### src/rtl/hex_disp_pkg.sv
//------------------------------------------------------------------------------
// Module  : hex_disp_pkg
// Brief   : Register map, CTRL bit positions and display constants shared by
//           the multi-digit seven-segment display block.
// Rev     : 1.0  initial release
//------------------------------------------------------------------------------
`default_nettype none

package hex_disp_pkg;

    localparam logic [3:0] c_addr_ctrl   = 4'd8;
    localparam logic [3:0] c_addr_blank  = 4'd9;
    localparam logic [3:0] c_addr_packed = 4'd10;
    localparam logic [3:0] c_addr_status = 4'd11;

    localparam int c_ctrl_mode_bit  = 0;
    localparam int c_ctrl_blink_bit = 1;

    localparam logic [6:0] c_seg_blank = 7'h7F;

    typedef enum logic {
        MODE_HEX = 1'b0,
        MODE_RAW = 1'b1
    } mode_e;

endpackage

`default_nettype wire

### src/rtl/hex7seg.sv
//------------------------------------------------------------------------------
// Module  : hex7seg
// Brief   : Combinational 0-F glyph lookup, active-low, bit 0 = segment a.
// Rev     : 1.0  initial release
//------------------------------------------------------------------------------
`default_nettype none

module hex7seg (
    input  logic [3:0] i_nibble,
    output logic [6:0] o_seg
);

    always_comb begin
        o_seg = 7'h7F;
        case (i_nibble)
            4'h0: o_seg = 7'h40;
            4'h1: o_seg = 7'h79;
            4'h2: o_seg = 7'h24;
            4'h3: o_seg = 7'h30;
            4'h4: o_seg = 7'h19;
            4'h5: o_seg = 7'h12;
            4'h6: o_seg = 7'h02;
            4'h7: o_seg = 7'h78;
            4'h8: o_seg = 7'h00;
            4'h9: o_seg = 7'h10;
            4'hA: o_seg = 7'h08;
            4'hB: o_seg = 7'h03;
            4'hC: o_seg = 7'h46;
            4'hD: o_seg = 7'h21;
            4'hE: o_seg = 7'h06;
            4'hF: o_seg = 7'h0E;
            default: o_seg = 7'h7F;
        endcase
    end

endmodule

`default_nettype wire

### src/rtl/multi_hex_display.sv
//------------------------------------------------------------------------------
// Module  : multi_hex_display
// Brief   : Avalon-MM slave driving NUM_DIGITS seven-segment digits with hex or
//           raw mode, per-digit blanking and a global blink.
// Rev     : 1.0  initial release
//------------------------------------------------------------------------------
`default_nettype none

module multi_hex_display #(
    parameter int NUM_DIGITS = 6,
    parameter int BLINK_DIV  = 25000000
) (
    input  logic                    clk_clk,
    input  logic                    reset_reset,
    input  logic [3:0]              avs_address,
    input  logic                    avs_write,
    input  logic [31:0]             avs_writedata,
    input  logic                    avs_read,
    output logic [31:0]             avs_readdata,
    output logic [7*NUM_DIGITS-1:0] hex_export
);

    import hex_disp_pkg::*;

    localparam int c_cnt_w = (BLINK_DIV > 1) ? $clog2(BLINK_DIV) : 1;

    logic [6:0]              r_digit_q [NUM_DIGITS];
    logic [6:0]              w_digit_d [NUM_DIGITS];
    logic [1:0]              r_ctrl_q,  w_ctrl_d;
    logic [NUM_DIGITS-1:0]   r_blank_q, w_blank_d;
    logic [c_cnt_w-1:0]      r_cnt_q,   w_cnt_d;
    logic                    r_phase_q, w_phase_d;
    logic [31:0]             r_rdata_q, w_rdata_d;
    logic [7*NUM_DIGITS-1:0] r_hex_q,   w_hex_d;
    logic [6:0]              w_glyph [NUM_DIGITS];
    logic                    w_blink_run;
    logic                    w_blank_all;
    mode_e                   w_mode;
    logic                    w_unused_wdata;

    assign w_unused_wdata = ^avs_writedata;

    always_comb begin
        w_digit_d = r_digit_q;
        w_ctrl_d  = r_ctrl_q;
        w_blank_d = r_blank_q;
        if (avs_write) begin
            for (int i = 0; i < NUM_DIGITS; i++) begin
                if (avs_address == 4'(i)) begin
                    w_digit_d[i] = avs_writedata[6:0];
                end
            end
            case (avs_address)
                c_addr_ctrl:   w_ctrl_d  = avs_writedata[1:0];
                c_addr_blank:  w_blank_d = avs_writedata[NUM_DIGITS-1:0];
                c_addr_packed: begin
                    for (int i = 0; i < NUM_DIGITS; i++) begin
                        w_digit_d[i] = {3'b000, avs_writedata[4*i +: 4]};
                    end
                end
                default: ;
            endcase
        end
    end

    // Counting starts the cycle after blink_en is set; clearing it zeroes the
    // phase in the same cycle so digits return without a blanked frame.
    always_comb begin
        w_blink_run = r_ctrl_q[c_ctrl_blink_bit] & w_ctrl_d[c_ctrl_blink_bit];
        w_cnt_d     = '0;
        w_phase_d   = 1'b0;
        if (w_blink_run) begin
            if (r_cnt_q == c_cnt_w'(BLINK_DIV - 1)) begin
                w_cnt_d   = '0;
                w_phase_d = ~r_phase_q;
            end else begin
                w_cnt_d   = r_cnt_q + c_cnt_w'(1);
                w_phase_d = r_phase_q;
            end
        end
    end

    generate
        for (genvar gi = 0; gi < NUM_DIGITS; gi++) begin : g_digit
            hex7seg u_hex7seg (
                .i_nibble (w_digit_d[gi][3:0]),
                .o_seg    (w_glyph[gi])
            );
        end
    endgenerate

    // Built from next-state values so a write lands on the pins one cycle later.
    always_comb begin
        w_mode      = mode_e'(w_ctrl_d[c_ctrl_mode_bit]);
        w_blank_all = w_ctrl_d[c_ctrl_blink_bit] & w_phase_d;
        w_hex_d     = '1;
        for (int i = 0; i < NUM_DIGITS; i++) begin
            if (w_blank_all || w_blank_d[i]) begin
                w_hex_d[7*i +: 7] = c_seg_blank;
            end else if (w_mode == MODE_RAW) begin
                w_hex_d[7*i +: 7] = ~w_digit_d[i];
            end else begin
                w_hex_d[7*i +: 7] = w_glyph[i];
            end
        end
    end

    always_comb begin
        w_rdata_d = r_rdata_q;
        if (avs_read) begin
            w_rdata_d = '0;
            for (int i = 0; i < NUM_DIGITS; i++) begin
                if (avs_address == 4'(i)) begin
                    w_rdata_d = {25'd0, r_digit_q[i]};
                end
            end
            case (avs_address)
                c_addr_ctrl:   w_rdata_d = {30'd0, r_ctrl_q};
                c_addr_blank:  w_rdata_d = 32'(r_blank_q);
                c_addr_status: w_rdata_d = {31'd0, r_phase_q};
                default: ;
            endcase
        end
    end

    always_ff @(posedge clk_clk) begin
        if (reset_reset) begin
            for (int i = 0; i < NUM_DIGITS; i++) begin
                r_digit_q[i] <= '0;
            end
            r_ctrl_q  <= '0;
            r_blank_q <= '1;
            r_cnt_q   <= '0;
            r_phase_q <= 1'b0;
            r_rdata_q <= '0;
            r_hex_q   <= '1;
        end else begin
            r_digit_q <= w_digit_d;
            r_ctrl_q  <= w_ctrl_d;
            r_blank_q <= w_blank_d;
            r_cnt_q   <= w_cnt_d;
            r_phase_q <= w_phase_d;
            r_rdata_q <= w_rdata_d;
            r_hex_q   <= w_hex_d;
        end
    end

    assign avs_readdata = r_rdata_q;
    assign hex_export   = r_hex_q;

endmodule

`default_nettype wire

### config.mk
export PLATFORM = sky130hd
export DESIGN_NAME = multi_hex_display
export DESIGN_NICKNAME = d
export VERILOG_FILES = /design/src/rtl/hex_disp_pkg.sv /design/src/rtl/hex7seg.sv /design/src/rtl/multi_hex_display.sv
export SDC_FILE = /design/constraint.sdc
export NUM_CORES = 1
export LEC_CHECK = 0
export CORE_ASPECT_RATIO = 1.5
export CORE_UTILIZATION = 54
export CTS_CLUSTER_DIAMETER = 30
export DETAILED_ROUTE_END_ITERATION = 10
export PLACE_DENSITY = 0.84
export SLEW_MARGIN = 10
export SYNTH_ARGS = -nofsm -noshare
export SYNTH_HDL_FRONTEND = slang
export SYNTH_SLANG_ARGS = --single-unit
### constraint.sdc
create_clock -name clk_clk -period 6.42 [get_ports clk_clk]
set_input_delay 0.642 -clock clk_clk [delete_from_list [all_inputs] [get_ports clk_clk]]
set_output_delay 0.642 -clock clk_clk [all_outputs]
set_load 0.05 [all_outputs]
==> summary.txt <==
Setup path
  • Crit path launch: avs_address[0]
  • R2r setup slk: 3.76 ns
  • Crit path largest cell delay: 0.95 ns
  • RR Startpoint: r_cnt_q[16]
  • R2R depth: 5
  • Worst Path Required: 6.69 ns
  • Crit path max fanout: 20
  • CP Class: in -> reg
  • R2r endpoint: hex_export[13]
  • Worst setup path end: hex_export[7]
  • Cells along the critical path: clkdlybuf4s50_1 -> buf_4 -> nor4b_2 -> o21ai_2 -> a22oi_2 -> inv_1 -> ha_1 -> or3_1 -> o221ai_1 -> o211ai_1
  • Worst Path Arrival: 4.25 ns
  • CP max-delay cell: clkdlybuf4s50_1
  • Critical Path Source Type: input port
  • Type of element capturing the critical path: register

Synthesis
  • Synth cell types: 88
  • Warnings from Yosys: 0
  • Area share of the leading cell type in the synthesized netlist: approximately 34%
  • Post-synthesis cell count: between 800 and 900
  • Synthesized area: roughly 7400 sq um
  • Sequential share of the synthesized area: 33.9%
  • Synthesis-stage register bit count: 125
  • Primary FF master, synth: dfxtp_1
  • Post-synth EDFFs: 0
  • Async SR Flop Fraction: 0%
  • Mean Syn Cell Area: ~9 sq um
  • Synth top area cells: dfxtp_1 34%, nor2_1 5.5%, ha_1 4.9%
  • Area leader, netlist: dfxtp_1

Placed design
  • # port buffers: 80
  • Dpl hpwl: ~14 mm
  • GP Congestion: 0.970

STA
  • Max Fclk: roughly 250 MHz
  • Final Hold Fails: 0
  • Clk_skew: approximately 0.0070 ns
  • Final setup viols: 0
  • Max-slew headroom: between 30% and 40%
  • Worst-Margin Slew: 0.999 ns
  • Period minus WS final: 3.98 ns
  • Setup TNS: 0 ns
  • Fin. max-slew vios: 0
  • Fin crit share: 62.0%
  • Unrepaired setup endpoints after global routing: no

Global route
  • First-pass GRT wire length: 32.6 mm
  • Initial antenna violation count: 1
  • Grt ovf: 0
  • Largest net degree at the start of global routing: 54
  • Overall global routing resource usage: 28.5%
  • Vias in the first global route: 6,544

Clock network
  • H-tree level count: 4
  • Root buf cell: clkbuf_16
  • Clock buffer count from CTS: 17
  • Post-CTS Resized: 0
  • Skew-Pair Late Insertion Delay: around 0.42 ns
  • Clock Tree Buf Depth: 2
  • CTS tree: done
  • CTS clk-pin slew, worst paths: 0.06 ns
  • CTS sink cnt: 125
  • Hold buffers post-CTS: 0
  • Post-CTS Setup Bufs: 0

Detailed routing
  • Drt first-iter violations: 649
  • Drc violations: 0
  • Vias: 6,800
  • Antenna viol nets, final: 0
  • DR pass1 iterations: 5
  • Routed len/inst: 18.9 microns
  • Vias per inst: about 6.4
  • Final wirelength: 20.1 mm

Cells and area
  • Share of post-route cells with drive strength above 1: 12.3%
  • Fin nets: 959
  • Synthesis-to-finish area growth: 18.5%

Power
  • Power, Total: 2.15 mW
  • P per Cell Area: 246 nW/um^2
  • VDD IR-drop max: about 160 uV
  • Static Leak: 3.24 nW

Die
  • Initial core utilization: 56.1%
  • IO Pins: between 100 and 150
  • Core area: 13,100 sq um
  • Die height: 145 microns
  • Width of the die: 97.4 microns
  • DIE AREA: 14,100 sq um
  • Cell Rows: 51

Job
  • Total of max-cap violations: 0

Run status
  • Status: completed

Worst hold path
  • Hold crit path type: reg -> reg
[Yosys cell counts (all sizes together), types with 8 or more instances]
master   number
buf          54
nor2        110
nand4        11
ha           29
xor2         15
nand2b       13
o22ai         9
nand2        52
a22oi        24
nor4          8
nand3        33
o2111ai      12
a22o         10
o21ai        36
clkbuf       23
mux2         18
dfxtp       125
inv          25
mux2i        23
a21oi        37
xnor2        11
nor3         27
o211ai       16
[routing by layer]
metal	share of wire [%]	GRT usage (%)	vias up	wire, microns
li1	-	-	3127	-
met4	6.5	19.3	0	1300
met3	8.1	7.03	107	1630
met1	37	32.3	3169	7350
met5	0	0	-	0
met2	49	46.9	397	9790
[worst min-delay path by stage]
stage	from	endpoint	slack, ns	cells past startpoint
floorplan	r_cnt_q[0]	r_cnt_q[0]	0.44	1
global placement	r_cnt_q[0]	r_cnt_q[0]	0.46	1
finish	avs_readdata[4]	avs_readdata[4]	0.48	2
detailed placement	avs_readdata[4]	avs_readdata[4]	0.47	2
global route	avs_readdata[2]	avs_readdata[2]	0.52	2
CTS	avs_readdata[4]	avs_readdata[4]	0.48	2
[metrics by stage]
stage	worst slack [ns]	hold WS, ns	cell area [sq um]	utilization, %	instances
4_1_cts	2.51	0.482	8740	66.5	1062
6_report	2.44	0.476	8740	66.5	1063
3_3_place_gp	2.14	0.459	8080	61.5	1030
5_1_grt	2.18	0.516	8740	66.5	1063
3_5_place_dp	2.09	0.471	8080	61.5	1030
2_1_floorplan	3.55	0.442	7470	-	860
[kinds of logic after synthesis]
logic type	synth area share [%]
other	0.0508
and+or+nand+nor	21.3
adders and majority gates	4.92
AOI/OAI and AO/OA	21.8
DFF	33.9
buffers and inverters	7.33
xor gates and xnor gates	3.09
muxes	7.60
[worst max-delay path: cells and delay by family]
kind | cells | cell delay, ns
fa+ha+maj | 1 | 0.26
buf+inv | 3 | 1.50
simple gates | 2 | 1.00
compound gates | 4 | 0.83
[where the power goes]
part	leakage, nW	switching [mW]	internal, mW
logic	1.91	0.190	0.0962
registers	1.01	0.00887	0.790
clock network	0.312	0.366	0.699
[area by class of cell]
| type | count | area, sq um |
|---|---|---|
| Sequential cell | 125 | 2500 |
| Fill cell | 1016 | 4410 |
| Multi-Input combinational cell | 633 | 4430 |
| Inverter | 25 | 93.8 |
| Clock inverter | 14 | 218 |
| Antenna cell | 1 | 2.50 |
| Timing Repair Buffer | 88 | 856 |
| Tap cell | 159 | 199 |
| Clock buffer | 18 | 439 |
[state kept, by name (all words and copies together), names as in the netlist]
name          flops
r_blank_q         6
r_phase_q         1
hex_export       42
r_ctrl_q          2
r_cnt_q          25
r_digit_q        42
avs_readdata      7
[layout by cell type (no fill, tap or decap), drive strengths merged, types with 5 or more instances in the layout]
master and count:
o211ai 16, nand3b 7, clkbuf 18, mux4 5, mux2 18, and3 5, clkinv 6, o22ai 9
o2111ai 12, a31oi 6, a21oi 37, xor2 15, nand2b 13, nand4 11, inv 25, clkdlybuf4s50 79
conb 25, xnor2 11, o221ai 7, o311ai 6, buf 9, a221oi 7, nor2 110, ha 29
bufinv 5, nand3 33, mux2i 23, dfxtp 125, nor3 27, nand2 52, nor4 8, o21ai 36
a22o 10, a22oi 24
No activity file was read; power rests on OpenSTA's default activity.
